--- src/rtl/keypad_scanner.sv ---
// keypad_scanner
// Scans a 4x4 active-low matrix keypad, debounces presses and releases over
// whole scans, and emits one clean key event per physical press.
//
// Parameters
//   SCAN_DIV        clock cycles each row is driven (>= 4)
//   DEBOUNCE_SCANS  identical complete scans needed to accept a press/release (>= 1)
//   REPEAT_SCANS    complete scans between auto-repeat events
//
// Ports
//   clk      system clock
//   rst      asynchronous active-low reset
//   col[3:0] keypad columns, active-low, pulled up
//   row[3:0] keypad row drive, one-hot active-low
//   key[3:0] code of last accepted key, 4*row_index + col_index
//   flag     one-cycle pulse per accepted key event
//   pressed  high while a key is accepted and held
//
// Build option
//   KEYPAD_AUTOREPEAT_EN  when defined, a held single key re-pulses flag every
//                         REPEAT_SCANS complete scans.
//
// FSM states
//   state      | meaning
//   S_IDLE     | no key accepted, waiting for a single-key scan
//   S_DEBOUNCE | candidate key seen, counting identical single-key scans
//   S_HELD     | key accepted and still down
//   S_RELEASE  | key accepted, counting empty scans before returning to idle

module keypad_scanner #(
    parameter int SCAN_DIV       = 50000,
    parameter int DEBOUNCE_SCANS = 4,
    parameter int REPEAT_SCANS   = 32
) (
    input  logic       clk,
    input  logic       rst,
    input  logic [3:0] col,
    output logic [3:0] row,
    output logic [3:0] key,
    output logic       flag,
    output logic       pressed
);

    localparam int DIV_W = (SCAN_DIV > 1) ? $clog2(SCAN_DIV) : 1;
    localparam int CNT_W = $clog2(DEBOUNCE_SCANS + 1);
    localparam logic [DIV_W-1:0] DIV_LAST  = DIV_W'(SCAN_DIV - 1);
    localparam logic [CNT_W-1:0] DEB_LIMIT = CNT_W'(DEBOUNCE_SCANS);
    localparam logic [CNT_W-1:0] CNT_ONE   = CNT_W'(1);

    if (SCAN_DIV < 4 || DEBOUNCE_SCANS < 1 || REPEAT_SCANS < 1) begin : g_bad_params
        $error("keypad_scanner: parameter out of range");
    end

    typedef enum logic [1:0] {
        S_IDLE,
        S_DEBOUNCE,
        S_HELD,
        S_RELEASE
    } state_t;

    // ------------------------------------------------------------------
    // Column synchroniser
    // ------------------------------------------------------------------
    logic [3:0] col_meta;
    logic [3:0] col_sync;

    always_ff @(posedge clk or negedge rst) begin
        if (!rst) begin
            col_meta <= 4'hF;
            col_sync <= 4'hF;
        end else begin
            col_meta <= col;
            col_sync <= col_meta;
        end
    end

    // ------------------------------------------------------------------
    // Row dwell timer, row drive and snapshot capture
    // ------------------------------------------------------------------
    logic [DIV_W-1:0] div_cnt;
    logic [1:0]       row_idx;
    logic [15:0]      snapshot;
    logic             scan_valid;
    logic             dwell_end;

    assign dwell_end = (div_cnt == DIV_LAST);
    assign row       = ~(4'b0001 << row_idx);

    always_ff @(posedge clk or negedge rst) begin
        if (!rst) begin
            div_cnt    <= '0;
            row_idx    <= 2'd0;
            snapshot   <= 16'h0000;
            scan_valid <= 1'b0;
        end else if (dwell_end) begin
            div_cnt                       <= '0;
            row_idx                       <= row_idx + 2'd1;
            snapshot[{row_idx, 2'b00} +: 4] <= ~col_sync;
            scan_valid                    <= (row_idx == 2'd3);
        end else begin
            div_cnt    <= div_cnt + DIV_W'(1);
            scan_valid <= 1'b0;
        end
    end

    // ------------------------------------------------------------------
    // Scan classification. scan_valid is high the cycle after the row-3
    // sample, when the snapshot holds all four freshly sampled rows; row 0
    // of the next scan is not overwritten until SCAN_DIV-1 cycles later.
    // ------------------------------------------------------------------
    logic [4:0] hit_count;
    logic [3:0] hit_code;
    logic       scan_none;
    logic       scan_single;

    always_comb begin
        hit_count = 5'd0;
        hit_code  = 4'd0;
        for (int i = 0; i < 16; i++) begin
            if (snapshot[i]) begin
                hit_count = hit_count + 5'd1;
                hit_code  = 4'(i);
            end
        end
    end

    assign scan_none   = (hit_count == 5'd0);
    assign scan_single = (hit_count == 5'd1);

    // ------------------------------------------------------------------
    // Debounce / hold FSM
    // ------------------------------------------------------------------
    state_t           state_q, state_d;
    logic [3:0]       cand_q, cand_d;
    logic [CNT_W-1:0] cnt_q, cnt_d;
    logic [CNT_W-1:0] cnt_inc;
    logic [3:0]       key_q, key_d;
    logic             flag_q, flag_d;

    // Shared press/release counter, saturating at the debounce limit.
    assign cnt_inc = (cnt_q == DEB_LIMIT) ? cnt_q : cnt_q + CNT_ONE;

`ifdef KEYPAD_AUTOREPEAT_EN
    localparam int REP_W = $clog2(REPEAT_SCANS + 1);
    localparam logic [REP_W-1:0] REP_LIMIT = REP_W'(REPEAT_SCANS);
    logic [REP_W-1:0] rep_q, rep_d;
    logic [REP_W-1:0] rep_inc;

    assign rep_inc = rep_q + REP_W'(1);
`endif

    always_ff @(posedge clk or negedge rst) begin
        if (!rst) begin
            state_q <= S_IDLE;
            cand_q  <= 4'd0;
            cnt_q   <= '0;
            key_q   <= 4'd0;
            flag_q  <= 1'b0;
`ifdef KEYPAD_AUTOREPEAT_EN
            rep_q   <= '0;
`endif
        end else begin
            state_q <= state_d;
            cand_q  <= cand_d;
            cnt_q   <= cnt_d;
            key_q   <= key_d;
            flag_q  <= flag_d;
`ifdef KEYPAD_AUTOREPEAT_EN
            rep_q   <= rep_d;
`endif
        end
    end

    always_comb begin
        state_d = state_q;
        cand_d  = cand_q;
        cnt_d   = cnt_q;
        key_d   = key_q;
        flag_d  = 1'b0;
`ifdef KEYPAD_AUTOREPEAT_EN
        rep_d   = rep_q;
`endif
        if (scan_valid) begin
            case (state_q)
                S_IDLE: begin
                    if (scan_single) begin
                        if (DEB_LIMIT == CNT_ONE) begin
                            key_d   = hit_code;
                            flag_d  = 1'b1;
                            cnt_d   = '0;
                            state_d = S_HELD;
`ifdef KEYPAD_AUTOREPEAT_EN
                            rep_d   = '0;
`endif
                        end else begin
                            cand_d  = hit_code;
                            cnt_d   = CNT_ONE;
                            state_d = S_DEBOUNCE;
                        end
                    end
                end
                S_DEBOUNCE: begin
                    if (scan_single) begin
                        if (hit_code == cand_q) begin
                            cnt_d = cnt_inc;
                            if (cnt_inc == DEB_LIMIT) begin
                                key_d   = cand_q;
                                flag_d  = 1'b1;
                                cnt_d   = '0;
                                state_d = S_HELD;
`ifdef KEYPAD_AUTOREPEAT_EN
                                rep_d   = '0;
`endif
                            end
                        end else begin
                            cand_d = hit_code;
                            cnt_d  = CNT_ONE;
                        end
                    end else begin
                        cnt_d   = '0;
                        state_d = S_IDLE;
                    end
                end
                S_HELD: begin
                    if (scan_none) begin
                        // A one-scan debounce releases on the first empty scan.
                        if (DEB_LIMIT == CNT_ONE) begin
                            cnt_d   = '0;
                            state_d = S_IDLE;
                        end else begin
                            cnt_d   = CNT_ONE;
                            state_d = S_RELEASE;
                        end
`ifdef KEYPAD_AUTOREPEAT_EN
                        rep_d = '0;
                    end else if (scan_single && hit_code == key_q) begin
                        if (rep_inc == REP_LIMIT) begin
                            flag_d = 1'b1;
                            rep_d  = '0;
                        end else begin
                            rep_d = rep_inc;
                        end
                    end else begin
                        rep_d = '0;
`endif
                    end
                end
                S_RELEASE: begin
                    if (scan_none) begin
                        cnt_d = cnt_inc;
                        if (cnt_inc == DEB_LIMIT) begin
                            cnt_d   = '0;
                            state_d = S_IDLE;
                        end
                    end else begin
                        cnt_d   = '0;
                        state_d = S_HELD;
`ifdef KEYPAD_AUTOREPEAT_EN
                        rep_d   = '0;
`endif
                    end
                end
                default: begin
                    cnt_d   = '0;
                    state_d = S_IDLE;
                end
            endcase
        end
    end

    assign key     = key_q;
    assign flag    = flag_q;
    assign pressed = (state_q == S_HELD) || (state_q == S_RELEASE);

endmodule

--- config.mk ---
export PLATFORM = sky130hd
export DESIGN_NAME = keypad_scanner
export DESIGN_NICKNAME = d
export VERILOG_FILES = /design/src/rtl/keypad_scanner.sv
export SDC_FILE = /design/constraint.sdc
export NUM_CORES = 1
export LEC_CHECK = 0
export ABC_AREA = 1
export CORE_ASPECT_RATIO = 0.9
export CORE_MARGIN = 1
export CORE_UTILIZATION = 63
export DETAILED_ROUTE_END_ITERATION = 8
export PLACE_DENSITY_LB_ADDON = 0.25
export SLEW_MARGIN = 20
export SYNTH_ARGS = -nofsm -noshare
export SYNTH_HDL_FRONTEND = slang
export SYNTH_SLANG_ARGS = --single-unit
--- constraint.sdc ---
create_clock -name clk -period 9.12 [get_ports clk]
set_clock_uncertainty 0.15 [all_clocks]
set_input_delay 1.368 -clock clk [delete_from_list [all_inputs] [get_ports clk]]
set_output_delay 1.368 -clock clk [all_outputs]
set_load 0.03 [all_outputs]
==> results of run 1 <==
power breakdown:
group / leakage [nW] / internal (mW) / switching, mW / total [mW]
Combinational: 2.22 / 0.00225 / 0.00539 / 0.00764
Clock: 0.0822 / 0.100 / 0.113 / 0.213
Sequential: 0.755 / 0.256 / 0.000797 / 0.257
kinds of logic after synthesis:
logic type	count (synthesis)
DFF	57
AOI/OAI and AO/OA	56
and+or+nand+nor	415
xor gates and xnor gates	9
buffers and inverters	145
adders and majority gates	23
metal layers:
layer  track usage, %  share of wire [%]  up-vias
met2             46.0                 49       78
met5                0                  0        -
met4             6.15                1.2        0
met3             4.84                3.4       15
met1             32.8                 46     1934
li1                 -                  -     2237
metrics by stage:
step | setup slack, ns | power (mW) | instances
after global placement | 0.884 | 0.269 | 809
after global routing | 0.0194 | 0.494 | 827
after CTS | 0.336 | 0.480 | 825
after floorplan | 1.11 | 0.262 | 705
after detailed placement | 0.390 | 0.270 | 809
final | 0.593 | 0.477 | 827
flip-flops by register name, summed over array words and instances, names as in the netlist:
name	cells
cand_q	4
cnt_q	3
col_meta	4
col_sync	4
div_cnt	16
flag	1
key	4
row_idx	2
scan_valid	1
snapshot	16
state_q	2
final cells by class:
type | count | area share, %
multi-input cells | 503 | 53.9
flip-flops and latches | 57 | 27.3
inverters | 140 | 10.1
repair buffers | 18 | 3.19
clock buffers | 9 | 2.35
well taps | 93 | 2.21
clock inverters | 7 | 1.02
worst reg2reg max path: cells and delay by family (launching register included):
family / cells / cell delay, ns
compound gates: 2 / 0.27
xor+xnor: 1 / 0.13
fa+ha+maj: 14 / 3.65
buf+inv: 7 / 0.50
flops: 1 / 0.40
simple gates: 31 / 3.26
worst max-delay path by stage:
stage                             from                      to  slack, ns
2_1_floorplan  snapshot[0]$_DFFE_PN0P_  state_q[0]$_DFFE_PN0P_       1.11
6_report       snapshot[1]$_DFFE_PN0P_   cand_q[3]$_DFFE_PN0P_       0.59
5_1_grt        snapshot[1]$_DFFE_PN0P_  state_q[1]$_DFFE_PN0P_       0.02
4_1_cts        snapshot[0]$_DFFE_PN0P_   cand_q[3]$_DFFE_PN0P_       0.34
3_5_place_dp   snapshot[0]$_DFFE_PN0P_  state_q[1]$_DFFE_PN0P_       0.39
3_3_place_gp   snapshot[0]$_DFFE_PN0P_  state_q[1]$_DFFE_PN0P_       0.88
timing repair:
| action | CTS | global route |
|---|---|---|
| setup endpoints to repair | 0 | 14 |
| gates resized for setup | 0 | 6 |
| buffers inserted | 0 | 2 |
cells in the final DEF (no fill, tap or decap), drive strengths merged, types with 4 or more instances in the layout:
cell,netlist,final
dfstp,8,8
inv,139,141
nor4,4,4
clkdlybuf4s50,0,14
nand2,253,253
o21ai,33,33
nor2,61,61
clkbuf,3,9
ha,23,23
buf,2,4
nand4,6,6
nand3b,4,4
nand3,72,72
a21oi,12,12
xor2,6,6
nor3,10,10
dfrtp,49,49
==> results.md, run 1 <==
* Min-Delay Path Class: register to register
* Post-synth top flop: dfrtp_1
* Cell with the most instances after synthesis: nand2_1
* Total core area at 0.00722 sq mm
* VDD IR max at roughly 99 uV
* Maximum root-to-sink buffer count at 2
* Starting density of the core at 66.6%
* Largest cells by area after synthesis: dfrtp_1 (25%), nand2_1 (14%), inv_1 (9.6%)
* Post-synthesis sequential area ratio at 29.9%
* Area occupied by multi-input gates at 0.00283 sq mm
* Cell mode on critical path: nand2_1
* Layout cells sized above 1 at 21.4%
* Ant diodes at 0
* CP delay by family, top: adder cells
* Finished Core Util at between 70 and 80%
* Hpwl dp at roughly 7.4 mm
* Hold Crit Endpoint: col_sync[0]$_DFF_PN1_
* Critical path class: register to register
* Vias in the first global route at approximately 4.2k
* Syn_area_per_cell at 6.82 sq um
* Seq cells post-synth at 57
* Main combinational cell family by area after synthesis: simple AND/OR/NAND/NOR gates
* Fillers at 576
* Pwr Density at 90.7 mW/mm^2
* Die Area at ~0.0080 sq mm
* Slew Limit Fails at 0
* Via density at 5.16
* Avg WL per Cell at roughly 11 um
* Clk Tree Root Cell: clkbuf_8
* Hold buffer count at cts at 0
* Crit path launch type: register
* Crit path DAT at 8.58 ns
* WP depth at 55
* Post-synthesis cell count at just over 700
* Placer Congestion at 0.894
* Vias at 4264
* Die W at between 90 and 100 um
* Max Clk Rate at between 100 and 150 MHz
* Synth Cell Area at 0.00481 sq mm
* Clk pin slew, worst setup/hold paths at 0.07 ns
* Initial drt markers at 166
* Number of CTS-inserted buffers at 9
* Row Count at 29
* Post-Synth Simple-Gate Area at 44.4%
* Critical path required time at 9.18 ns
* Post-route DRC at 0
* Synth area leader: dfrtp_1
* Synth top area share at 25.5%
* FF/Latch Area at 0.00144 sq mm
* Run status: finished, final reports clean
* Reg2Reg Depth at 55
* Nets at approximately 760
* First-pass GRT wire length at 16.9 mm
* Netlist cell types at 38
* Final setup viols at 0
* Worst slew margin at 54.0%
* Mux cell area share after synthesis at 0%
* P&R area growth vs syn at 9.34%
* Setup_tns at 0 ns
* Final period util at 93.5%
* Post-route cell area at 0.00526 sq mm
* Port Buf Inserts at 15
* Pre-antenna DRT Iters at 4
* Crit. End Element: register
* Post-Syn Nets at ~730
* Slowest cell on the critical path: dfrtp_1
* Max cap viols at 0
* Largest net degree at the start of global routing at 58
* Total track usage at 26.0%
* I/O pin count at 16
* Clock sinks at 57
* Global route overflow at 0
* Routed Antenna Nets at 0
* Lkg Pwr at 3.06 nW
* Hold Crit Depth at 0
* YS warnings at 0
* Total routed wirelength at 9.34 mm
* Crit-path max FO at 5
* Adder-cell share of the synthesized area at 5.98%
* CP bufs+invs at 7
* Post-synth ARST share at 100%
* Die Y at 84.9 um
* Post-layout min period at 8.53 ns
* Post-synthesis xor/xnor area fraction at between 1.5 and 2%
* Hold path start: col_meta[0]$_DFF_PN1_
* Initial antenna violation count at 0
* Min Hold Slack at just over 0.2 ns
* Post-synthesis compound-gate area fraction at 6.29%
* Reg2Reg Setup Slack at 0.59 ns
* Commonest cells post-synth: nand2_1 (182), inv_1 (123), nand2_2 (63)
* CTS tree: built
* Post-synth EDFFs at 0
* Clock Latency Late Sink at 0.34 ns
* R2R Path End: cand_q[3]$_DFFE_PN0P_
* Unrepaired setup endpoints after global routing: false
* Area post-placement at between 0.005 and 0.006 sq mm
* Max stage delay on crit path at 0.40 ns
* Critical R2R Launch: snapshot[1]$_DFFE_PN0P_
* Depth of the CTS H-tree at 3
* Slew @ Worst Pin at 0.690 ns
* Hold Fails Final Rpt at 0
Note: power is estimated with default switching activity, not from simulation.
==> run 2, diff against run 1 <==
--- a/config.mk
+++ b/config.mk
@@ -8,7 +8,7 @@
 export ABC_AREA = 1
 export CORE_ASPECT_RATIO = 0.9
 export CORE_MARGIN = 1
-export CORE_UTILIZATION = 63
+export CORE_UTILIZATION = 37
 export DETAILED_ROUTE_END_ITERATION = 8
 export PLACE_DENSITY_LB_ADDON = 0.25
 export SLEW_MARGIN = 20
==> results.md, run 2 (same netlist as run 1, synthesis figures left out) <==
* Run status: finished, final reports clean
* Post-route DRC at 0
* First-pass GRT wire length at 16.4 mm
* Slew Limit Fails at 0
* Critical path required time at 9.17 ns
* End of the critical path: state_q[1]$_DFFE_PN0P_
* Avg WL per Cell at 10.0 um
* Vias in the first global route at between 3k and 4k
* Cell mode on critical path: nand2_1
* Placer Congestion at around 0.86
* Largest registers: div_cnt: 16 flops, snapshot: 16 flops
* Total core area at 0.0127 sq mm
* Crit path launch type: register
* Max cap viols at 0
* Post-layout min period at 8.47 ns
* Layout cells sized above 1 at 21.3%
* Maximum root-to-sink buffer count at 2
* Overall power at 0.622 mW
* Port Buf Inserts at 15
* Min Hold Slack at 0.203 ns
* Via density at 4.54
* R2R Path End: state_q[1]$_DFFE_PN0P_
* Ant diodes at 0
* Reg2Reg Depth at 55
* Max stage delay on crit path at 0.39 ns
* Hpwl dp at 7.15 mm
* Clk Tree Root Cell: clkbuf_16
* Critical path class: register to register
* Crit. End Element: register
* Total routed wirelength at 9.00 mm
* Die Area at 0.0135 sq mm
* Max Clk Rate at 118 MHz
* Clk pin slew, worst setup/hold paths at 0.05 ns
* Clock Latency Late Sink at 0.32 ns
* Total track usage at 14.7%
* Largest net degree at the start of global routing at 58
* Pre-antenna DRT Iters at 4
* Most common cell after layout, fill and taps aside: nand2_1
* Reg2Reg Setup Slack at 0.65 ns
* Initial drt markers at 155
* Pwr Density at around 110 mW/mm^2
* Clock sinks at 57
* I/O pin count at 16
* CTS tree: built
* Slowest cell on the critical path: dfrtp_1
* Lkg Pwr at 3.14 nW
* Hold Fails Final Rpt at 0
* Row Count at 39
* VDD IR max at roughly 90 uV
* Worst slew margin at around 53%
* Hold buffer count at cts at 0
* P&R area growth vs syn at 14.1%
* Critical path startpoint: snapshot[0]$_DFFE_PN0P_
* Nets at around 760
* Initial antenna violation count at 0
* Finished Core Util at 43.3%
* Die Y at about 110 um
* Final setup viols at 0
* Crit path DAT at approximately 8.5 ns
* Number of CTS-inserted buffers at 9
* Vias at 4070
* Commonest non-fill, non-tap cells in the layout: nand2_1 (182), inv_1 (122), nand2_2 (63)
* Setup_tns at 0 ns
* Critical R2R Launch: snapshot[0]$_DFFE_PN0P_
* Starting density of the core at a little under two fifths
* Global route overflow at 0
* Min-Delay Path Class: register to register
* Final period util at 92.9%
* Slew @ Worst Pin at between 0.6 and 0.7 ns
* Routed Antenna Nets at 0
* Crit-path max FO at 5
* Depth of the CTS H-tree at 3
* Die W at between 100 and 150 um
## run 2: cell types whose count changed in the layout (fill, tap and decap cells not counted), sizes merged
cell and delta:
clkinvlp -3, bufinv +2, clkbuf +2, inv -2
buf -1, clkinv +1
## run 2: critical path, delay by kind of cell, from the launching register on
kind	cells	cell delay, ns
AO/OA/AOI/OAI	2	0.34
XOR/XNOR	1	0.13
flip-flops	1	0.39
AND/OR/NAND/NOR	32	3.30
adder cells (fa/ha/maj)	14	3.64
buffers and inverters	6	0.39
## run 2: power breakdown
part | total [mW] | internal, mW | switching (mW)
Sequential | 0.257 | 0.256 | 0.000697
Combinational | 0.00754 | 0.00225 | 0.00529
Clock | 0.358 | 0.246 | 0.112
## run 2: metrics by stage
step                      cells  cell area, sq um  worst slack [ns]
after floorplan             705              4810              1.11
after global placement      880              5130             0.837
after detailed placement    880              5130             0.460
after CTS                   896              5460             0.439
after global routing        897              5490          -0.00263
final                       897              5490             0.650
## run 2: area by class of cell
class	count	area [sq um]
Fill cell	1289	7200
Multi-Input combinational cell	503	2840
Sequential cell	57	1440
Inverter	140	527
Clock buffer	11	243
Tap cell	164	205
Timing Repair Buffer	17	160
Clock inverter	5	78.8
## run 2: repair_timing
action	4_1_cts	5_1_grt
setup buffers	0	1
setup endpoints to repair	0	14
resized for setup	0	7
## run 2: how the worst min path moves through the flow
stage                     startpoint                    end  cells after the start
6_report       col_meta[0]$_DFF_PN1_  col_sync[0]$_DFF_PN1_                      0
5_1_grt        col_meta[3]$_DFF_PN1_  col_sync[3]$_DFF_PN1_                      0
4_1_cts        col_meta[1]$_DFF_PN1_  col_sync[1]$_DFF_PN1_                      0
3_5_place_dp   col_meta[1]$_DFF_PN1_  col_sync[1]$_DFF_PN1_                      0
3_3_place_gp   col_meta[0]$_DFF_PN1_  col_sync[0]$_DFF_PN1_                      0
2_1_floorplan  col_meta[0]$_DFF_PN1_  col_sync[0]$_DFF_PN1_                      0
## run 2: per-layer routing
layer  vias to the layer above  GRT usage [%]  part of all wire, %
li1                       2225              -                    -
met4                         0           2.87                 0.63
met1                      1813           19.1                   51
met2                        26           25.7                   47
met5                         -              0                    0
met3                         6           2.47                  1.6
